## config.mk

```make
export PLATFORM = sky130hd
export DESIGN_NAME = mem_stage
export DESIGN_NICKNAME = d
export VERILOG_FILES = /design/src/rtl/mem_stage.sv
export SDC_FILE = /design/constraint.sdc
export NUM_CORES = 1
export LEC_CHECK = 0
export CAP_MARGIN = 15
export CORE_MARGIN = 8
export CORE_UTILIZATION = 51
export DETAILED_ROUTE_END_ITERATION = 7
export PLACE_DENSITY = 0.86
export SYNTH_ARGS = -nofsm -noshare
export SYNTH_HDL_FRONTEND = slang
export SYNTH_SLANG_ARGS = --single-unit
```

## constraint.sdc

```tcl
create_clock -name CLK -period 4.6 [get_ports CLK]
set_input_delay 0.46 -clock CLK [delete_from_list [all_inputs] [get_ports CLK]]
set_output_delay 0.46 -clock CLK [all_outputs]
set_load 0.01 [all_outputs]
```

## src/rtl/mem_stage.sv

```systemverilog
// mem_stage: MEM stage with MEM/WB pipeline register.
// Each load/store runs one dcache request/dhit handshake. Upstream is stalled
// through mem_busy while an access is in progress. The MEM/WB register selects
// the writeback data and holds it for the WB stage.
// Optional build macro: MEM_STAGE_STATS_EN adds the stall and completed-access
// counters stat_stall and stat_memops.
module mem_stage #(
    parameter int unsigned WORD_W = 32,
    parameter int unsigned REG_W  = 5
) (
    input  logic              CLK,
    input  logic              nRST,
    input  logic              valid_i,
    input  logic              flush_i,
    input  logic              wen_i,
    input  logic [REG_W-1:0]  wsel_i,
    input  logic [1:0]        W_mux_i,
    input  logic [WORD_W-1:0] LUI_i,
    input  logic [WORD_W-1:0] npc_i,
    input  logic [WORD_W-1:0] dmemaddr_i,
    input  logic [WORD_W-1:0] dmemstore_i,
    input  logic              d_ren_i,
    input  logic              d_wen_i,
    input  logic              halt_i,
    input  logic [WORD_W-1:0] imemload_i,
    input  logic              dhit,
    input  logic [WORD_W-1:0] dmemload,
    output logic              dmemREN,
    output logic              dmemWEN,
    output logic [WORD_W-1:0] dmemaddr,
    output logic [WORD_W-1:0] dmemstore,
    output logic              mem_busy,
    output logic              wb_valid,
    output logic              wb_wen,
    output logic [REG_W-1:0]  wb_wsel,
    output logic [WORD_W-1:0] wb_wdat,
    output logic              wb_halt,
    output logic [WORD_W-1:0] wb_imemload
`ifdef MEM_STAGE_STATS_EN
    ,
    output logic [31:0]       stat_stall,
    output logic [31:0]       stat_memops
`endif
);

    typedef enum logic [0:0] {IDLE = 1'b0, ACCESS = 1'b1} state_t;

    state_t state, state_next;

    // Copy of the instruction held for the duration of a dcache access
    logic              lat_wen;
    logic [REG_W-1:0]  lat_wsel;
    logic [1:0]        lat_wmux;
    logic [WORD_W-1:0] lat_lui;
    logic [WORD_W-1:0] lat_npc;
    logic [WORD_W-1:0] lat_addr;
    logic [WORD_W-1:0] lat_store;
    logic              lat_ren;
    logic              lat_dwen;
    logic              lat_halt;
    logic [WORD_W-1:0] lat_imem;

    logic              live;
    logic              mem_op;
    logic              capture;
    logic              wb_load;
    logic              src_wen;
    logic [REG_W-1:0]  src_wsel;
    logic [WORD_W-1:0] src_wdat;
    logic              src_halt;
    logic [WORD_W-1:0] src_imem;

    // Writeback mux. A store (including ren+wen together) never returns load data.
    function automatic logic [WORD_W-1:0] sel_wdat(
        input logic [1:0]        wmux,
        input logic              ren,
        input logic              dwen,
        input logic [WORD_W-1:0] alu,
        input logic [WORD_W-1:0] load,
        input logic [WORD_W-1:0] lui,
        input logic [WORD_W-1:0] npc
    );
        logic [WORD_W-1:0] r;
        case (wmux)
            2'd0:    r = alu;
            2'd1:    r = (ren && !dwen) ? load : WORD_W'(0);
            2'd2:    r = lui;
            default: r = npc;
        endcase
        return r;
    endfunction

    assign live   = valid_i & ~flush_i & ~wb_halt;
    assign mem_op = d_ren_i | d_wen_i;

    // Request outputs decode the registered state and latch, so reset clears them at once
    assign dmemREN   = (state == ACCESS) & lat_ren & ~lat_dwen;
    assign dmemWEN   = (state == ACCESS) & lat_dwen;
    assign dmemaddr  = lat_addr;
    assign dmemstore = lat_store;

    // State register
    always_ff @(posedge CLK or negedge nRST) begin
        if (!nRST) state <= IDLE;
        else       state <= state_next;
    end

    // Next state, stall, and MEM/WB load source
    always_comb begin
        state_next = state;
        capture    = 1'b0;
        wb_load    = 1'b0;
        mem_busy   = 1'b0;
        src_wen    = wen_i;
        src_wsel   = wsel_i;
        src_wdat   = sel_wdat(W_mux_i, d_ren_i, d_wen_i, dmemaddr_i, dmemload, LUI_i, npc_i);
        src_halt   = halt_i;
        src_imem   = imemload_i;
        case (state)
            IDLE: begin
                if (live && mem_op) begin
                    capture    = 1'b1;
                    mem_busy   = 1'b1;
                    state_next = ACCESS;
                end else if (live) begin
                    wb_load = 1'b1;
                end
            end
            ACCESS: begin
                src_wen  = lat_wen;
                src_wsel = lat_wsel;
                src_wdat = sel_wdat(lat_wmux, lat_ren, lat_dwen, lat_addr, dmemload, lat_lui, lat_npc);
                src_halt = lat_halt;
                src_imem = lat_imem;
                if (dhit) begin
                    wb_load    = 1'b1;
                    state_next = IDLE;
                end else begin
                    mem_busy = 1'b1;
                end
            end
            default: state_next = IDLE;
        endcase
    end

    // Capture the memory instruction when its access starts
    always_ff @(posedge CLK or negedge nRST) begin
        if (!nRST) begin
            lat_wen   <= 1'b0;
            lat_wsel  <= '0;
            lat_wmux  <= 2'd0;
            lat_lui   <= '0;
            lat_npc   <= '0;
            lat_addr  <= '0;
            lat_store <= '0;
            lat_ren   <= 1'b0;
            lat_dwen  <= 1'b0;
            lat_halt  <= 1'b0;
            lat_imem  <= '0;
        end else if (capture) begin
            lat_wen   <= wen_i;
            lat_wsel  <= wsel_i;
            lat_wmux  <= W_mux_i;
            lat_lui   <= LUI_i;
            lat_npc   <= npc_i;
            lat_addr  <= dmemaddr_i;
            lat_store <= dmemstore_i;
            lat_ren   <= d_ren_i;
            lat_dwen  <= d_wen_i;
            lat_halt  <= halt_i;
            lat_imem  <= imemload_i;
        end
    end

    // MEM/WB register: retire an instruction or insert a bubble
    always_ff @(posedge CLK or negedge nRST) begin
        if (!nRST) begin
            wb_valid    <= 1'b0;
            wb_wen      <= 1'b0;
            wb_wsel     <= '0;
            wb_wdat     <= '0;
            wb_halt     <= 1'b0;
            wb_imemload <= '0;
        end else if (wb_load) begin
            wb_valid    <= 1'b1;
            wb_wen      <= src_wen;
            wb_wsel     <= src_wsel;
            wb_wdat     <= src_wdat;
            wb_halt     <= wb_halt | src_halt;
            wb_imemload <= src_imem;
        end else begin
            wb_valid <= 1'b0;
            wb_wen   <= 1'b0;
        end
    end

`ifdef MEM_STAGE_STATS_EN
    // Stall and completed-access counters, frozen after halt
    always_ff @(posedge CLK or negedge nRST) begin
        if (!nRST) begin
            stat_stall  <= 32'd0;
            stat_memops <= 32'd0;
        end else if (!wb_halt) begin
            if (mem_busy)
                stat_stall <= stat_stall + 32'd1;
            if (state == ACCESS && dhit)
                stat_memops <= stat_memops + 32'd1;
        end
    end
`endif

endmodule

```

==> flow_metrics.tcl, run 1 <==
set metrics [dict create \
    fmax_ghz 0.347 \
    route.detailed.drc 0 \
    period_minus_slack_ps 2880 \
    cts_resized 0 \
    dieWidth_um 164 \
    clk_pin_slew_ps 60 \
    cp-end-kind "output pin" \
    p_leak_nw 6.13 \
    nFillCells 1485 \
    synth_area_per_cell_um2 12.3 \
    ys_warn_count 0 \
    synthCells 916 \
    layout_commonest_cell "clkdlybuf4s50_1" \
    ctsHoldBuffers 1 \
    setup_viol 0 \
    cts.path.max_buffers 3 \
    tightest_slew_ps 985 \
    top_usage_layer "met2" \
    hold_path.class "flop to flop" \
    htreeDepth 1 \
    gr-total-overflow 0 \
    min_to "lat_npc[27]" \
    grt_start_max_net_pins 172 \
    final_util_pct 72.0 \
    setup_tns_ps 0 \
    fin_area_um2 15600 \
    ys_seq_area_share_pct 54.4 \
    rrSetupSlack_ps 2050 \
    grtUsageMet3_pct 9.77 \
    clock_skew_ps 9.50 \
    post_cts_buffers 0 \
    drv_cap 0 \
    clock-root-buffer "clkbuf_16" \
    tritoncts "built" \
    ant_nets 0 \
    grt_antenna_before_repair 5 \
    fin_crit_sh_pct 62.6 \
    vias_per_cell 5.97 \
    drive_gt1_share_pct 17.5 \
    layout_common_cells "345 x clkdlybuf4s50_1, 243 x dfrtp_1, 162 x mux2_2, 103 x nor2_1, 69 x a21oi_1" \
    arrival_ps 2420 \
    critPathKind "flop to output pin" \
    yosys-top-cells-area "dfrtp_1 54%, mux2_2 16%, a221oi_1 5.0%, o21a_1 4.3%, nor2_1 3.5%" \
    hold_violations 0 \
    post_dp_cell_area_um2 14800 \
    nets 1433 \
    grt_setup_unrepaired "false" \
    reg2reg_depth 4 \
    netlist-cell-type-count 26 \
    min_from "lat_npc[27]" \
    reg2reg_to "dmemaddr[13]" \
    cp_max_fo 3 \
    gr-usage-met2_pct 41.5 \
    fp.coreArea_um2 21700 \
    area_delta_synth_final_pct 39.0 \
    synth_area_um2 11200 \
    firstDrtPassIters 5 \
    wl_per_cell_um 23.3 \
    die_y_um 164 \
    cts_buffers 26 \
    crit_required_ps 4140 \
    drt_iter0_drc 721 \
    max_slew_margin_pct 34.3 \
    yosysTopAreaCell "dfrtp_1" \
    port_buffers 346 \
    worstHoldPathCells 1 \
    totalWireLength_mm 35.6 \
    grt_pass1_wl_mm 54.8 \
    ys_ff_latch 244 \
    finalMaxSlewViolations 0 \
    vdd_drop_max_uv 371 \
    rows 54 \
    grt_usage_pct 25.7 \
    met1_usage_pct 30.8 \
    dp_hpwl_mm 23.7 \
    synth_fp_nets 1124 \
    power_mw 9.93 \
    clkSinkCount 244 \
    power_density_nw_per_um2 636 \
    critPathLaunchType "flop" \
    initial_core_util_pct 51.8 \
    first_global_vias 9784 \
    r2r-start "wb_halt" \
    synth_top_area_share_pct 54.4 \
    die_area_um2 27000 \
    dr_total_vias 9099 \
    worstSkewPairLatency_ps 520 \
    status "finished, final reports clean" \
    gp_congestion 0.884 \
    ioPinCount 347 \
    cp-startpoint "wb_halt" \
]
==> Yosys cell counts (all sizes together) <==
cell type and number:
nand2 3, dfrtp 244, nor3 1, inv 2, o21a 64, and2 1, o21bai 1, nor4bb 1
o21ai 32, o32a 32, o41ai 1, mux2i 39, a21o 1, and4bb 1, buf 48, a21oi 69
a221oi 64, mux2 171, nor2 105, and3b 1, clkbuf 34, or3b 1
==> metrics by stage <==
stage / setup WS (ps) / cells / hold WS [ps]
floorplan: 2540 / 916 / 164
global placement: 1560 / 1476 / 465
detailed placement: 1550 / 1476 / 473
CTS: 1720 / 1520 / 486
global route: 1660 / 1521 / 497
finish: 1720 / 1524 / 484
==> final cells by class <==
class,count,area (um2),area share (%)
Tap cell,280,350,2.24
Sequential cell,244,6110,39.1
Timing Repair Buffer,363,3640,23.3
Clock inverter,1,30.0,0.192
Inverter,2,7.51,0.0481
Multi-Input combinational cell,588,4710,30.2
Antenna cell,4,10.0,0.0641
Clock buffer,42,762,4.88
==> metal layers <==
metal / up-vias / routed length [um] / share of wire [%]
met5: - / 27 / 0.076
met4: 4 / 1170 / 3.3
met3: 78 / 4100 / 12
met2: 453 / 17000 / 48
met1: 4527 / 13300 / 37
li1: 4037 / - / -
==> flip-flops by register name (all words and copies together), names as in the netlist <==
signal	count
lat_halt	1
lat_imem	32
wb_wdat	32
lat_wen	1
dmemstore	32
lat_wsel	5
wb_wen	1
lat_npc	32
wb_imemload	32
lat_ren	1
lat_wmux	2
state	1
lat_dwen	1
wb_wsel	5
lat_lui	32
dmemaddr	32
wb_halt	1
wb_valid	1
==> logic make-up (layout without fill, tap and decap cells) <==
| logic type | count (synthesis) | after routing | synth area share [%] |
|---|---|---|---|
| flip-flops | 244 | 244 | 54.4 |
| AND/OR/NAND/NOR | 114 | 114 | 4.09 |
| multiplexers | 210 | 210 | 20.6 |
| buffers and inverters | 84 | 408 | 3.92 |
| other | 0 | 4 | 0 |
| AO/OA/AOI/OAI | 264 | 264 | 17.0 |
==> where the power goes <==
| group | switching [mW] | leakage, nW | internal [mW] |
|---|---|---|---|
| Clock | 0.813 | 0.383 | 1.17 |
| Sequential | 0.667 | 2.87 | 3.22 |
| Combinational | 1.74 | 2.88 | 2.32 |
==> worst max path at each step <==
stage                       end  slack (ps)  cells past startpoint
finish                 mem_busy        1720                      4
CTS                    mem_busy        1720                      4
floorplan              mem_busy        2540                      6
global placement    wb_wdat[31]        1560                      6
global route           mem_busy        1660                      3
detailed placement  wb_wdat[25]        1550                      6
==> critical path: stages (launching register included) <==
cell and delay, ps:
dfrtp_1 420, or3b_4 440, nor3_2 290, a21o_1 160, clkdlybuf4s50_1 580
No activity file was read; power rests on OpenSTA's default activity.
==> run 2: changes to the inputs <==
--- a/config.mk
+++ b/config.mk
@@ -7,9 +7,9 @@
 export LEC_CHECK = 0
 export CAP_MARGIN = 15
 export CORE_MARGIN = 8
-export CORE_UTILIZATION = 51
+export CORE_UTILIZATION = 43
 export DETAILED_ROUTE_END_ITERATION = 7
-export PLACE_DENSITY = 0.86
+export PLACE_DENSITY = 0.78
 export SYNTH_ARGS = -nofsm -noshare
 export SYNTH_HDL_FRONTEND = slang
 export SYNTH_SLANG_ARGS = --single-unit
==> constraint.sdc (replaced) <==
create_clock -name CLK -period 2.3 [get_ports CLK]
set_input_delay 0.23 -clock CLK [delete_from_list [all_inputs] [get_ports CLK]]
set_output_delay 0.23 -clock CLK [all_outputs]
set_load 0.01 [all_outputs]
==> run 2 against run 1 <==
  * Hold slack got worse by 270 ps
  * Non-clock buffer count up 24
  * Final cell count rose by 5.3%
  * First-iteration DRC count down 8.0%
  * Clock power up 130%
  * Largest power group unchanged
  * Highest routed layer is now met4
==> flow_metrics.tcl, run 2 (synthesized netlist as in run 1, its figures left out) <==
set metrics [dict create \
    status "finished, final reports clean" \
    r2r-start "wb_halt" \
    wl_per_cell_um 23.3 \
    clkSinkCount 244 \
    vias_per_cell 5.76 \
    cp-end-kind "output pin" \
    p_leak_nw 6.39 \
    drt_iter0_drc 663 \
    top_layer "met4" \
    reg2reg_depth 5 \
    max_slew_margin_pct 47.8 \
    first_global_vias 10100 \
    setup_viol 0 \
    gr-total-overflow 0 \
    final_util_pct 62.5 \
    dr_wl_met3_mm 3.37 \
    cts_buffers 27 \
    tritoncts "built" \
    port_buffers 346 \
    finalMaxSlewViolations 0 \
    htreeDepth 1 \
    arrival_ps 1900 \
    cts.path.max_buffers 3 \
    grt_start_max_net_pins 77 \
    grt_setup_unrepaired "false" \
    die_y_um 178 \
    rrSetupSlack_ps 240 \
    clock_skew_ps 15.8 \
    hold_path.class "input pin to asynchronous set/reset pin" \
    layout_commonest_cell "clkdlybuf4s50_1" \
    crit_required_ps 2070 \
    period_minus_slack_ps 2130 \
    grt_pass1_wl_mm 57.5 \
    grt_usage_pct 22.9 \
    fp.coreArea_um2 25800 \
    dr_total_vias 9251 \
    crit_slowest_cell "or3b_4" \
    ioPinCount 347 \
    met2WireLength_mm 18.1 \
    drive_gt1_share_pct 20.2 \
    layout_common_cells "342 x clkdlybuf4s50_1, 243 x dfrtp_1, 162 x mux2_2, 103 x nor2_1, 69 x a21oi_1" \
    power_density_nw_per_um2 1280 \
    clk_pin_slew_ps 60 \
    grt_antenna_before_repair 1 \
    fmax_ghz 0.471 \
    critPathKind "flop to output pin" \
    area_delta_synth_final_pct 43.8 \
    clock-root-buffer "clkbuf_16" \
    totalWireLength_mm 37.4 \
    dieWidth_um 178 \
    cp_top_family "simple AND/OR/NAND/NOR gates" \
    cp_num_buf_inv 1 \
    slowest_delay_ps 430 \
    hold_violations 0 \
    wl_met1_mm 14.7 \
    worstSkewPairLatency_ps 540 \
    firstDrtPassIters 5 \
    critPathLaunchType "flop" \
    fin_crit_sh_pct 92.4 \
    reg2reg_to "dmemaddr[2]" \
    nets 1458 \
    die_area_um2 31500 \
    drv_cap 0 \
    hold_ws_ps 215 \
    tightest_slew_ps 782 \
    cp_max_fo 4 \
    dp_hpwl_mm 26.0 \
    gp_congestion 0.856 \
    route.detailed.drc 0 \
    initial_core_util_pct 43.5 \
    rows 59 \
    crit_chain "or3b_4, nor3_4, a21o_1, clkbuf_2" \
    vdd_drop_max_uv 807 \
    ant_nets 0 \
]
==> run 2: layout make-up <==
cell class                 instances  area, um2
inverter                           2       7.51
sequential                       244       6110
fill                            2069       9680
multi-input combinational        588       4720
clock buffer                      39        801
timing repair buffer             387       3950
tap                              335        419
clock inverter                     8        144
antenna                            2       5.00
==> run 2: power breakdown <==
group          leakage (nW)  internal, mW  switching (mW)
sequential             2.87          6.44            1.32
clock                 0.468          2.84            1.72
combinational          3.06          4.80            3.52
total                  6.39          14.1            6.56
==> run 2: timing repair <==
action                                 4_1_cts  5_1_grt
pin swaps                                    0        0
gates resized for setup                      2        2
hold buffers                                 1        0
setup endpoints to repair                    1        1
endpoints found under the hold margin       45        0
buffers inserted                             0        0
==> run 2: stage by stage <==
step                instances  setup slack (ps)  power (mW)  setup TNS (ps)  area, um2
global placement         1555             -3.83        15.9           -6.17      15200
global route             1604              89.7        21.8               0      16200
floorplan                 916               414        11.7               0      11200
detailed placement       1555             -49.5        16.2           -2120      15200
finish                   1605               175        20.6               0      16200
CTS                      1603              7.90        20.8               0      16200
==> run 2: metal layers <==
| layer | GRT usage, % | vias up |
|---|---|---|
| met5 | 0 | - |
| li1 | - | 4075 |
| met3 | 6.32 | 92 |
| met1 | 28.0 | 4646 |
| met4 | 8.48 | 0 |
| met2 | 38.3 | 438 |
==> run 2: worst max path at each step <==
stage / from / endpoint / slack [ps] / depth (start not counted)
after floorplan: wb_halt / dmemaddr[0] / 410 / 6
after global placement: flush_i / dmemstore[6] / -4 / 6
after detailed placement: flush_i / dmemstore[26] / -50 / 6
after CTS: wb_halt / mem_busy / 8 / 4
after global routing: wb_halt / mem_busy / 90 / 4
final: wb_halt / mem_busy / 170 / 4
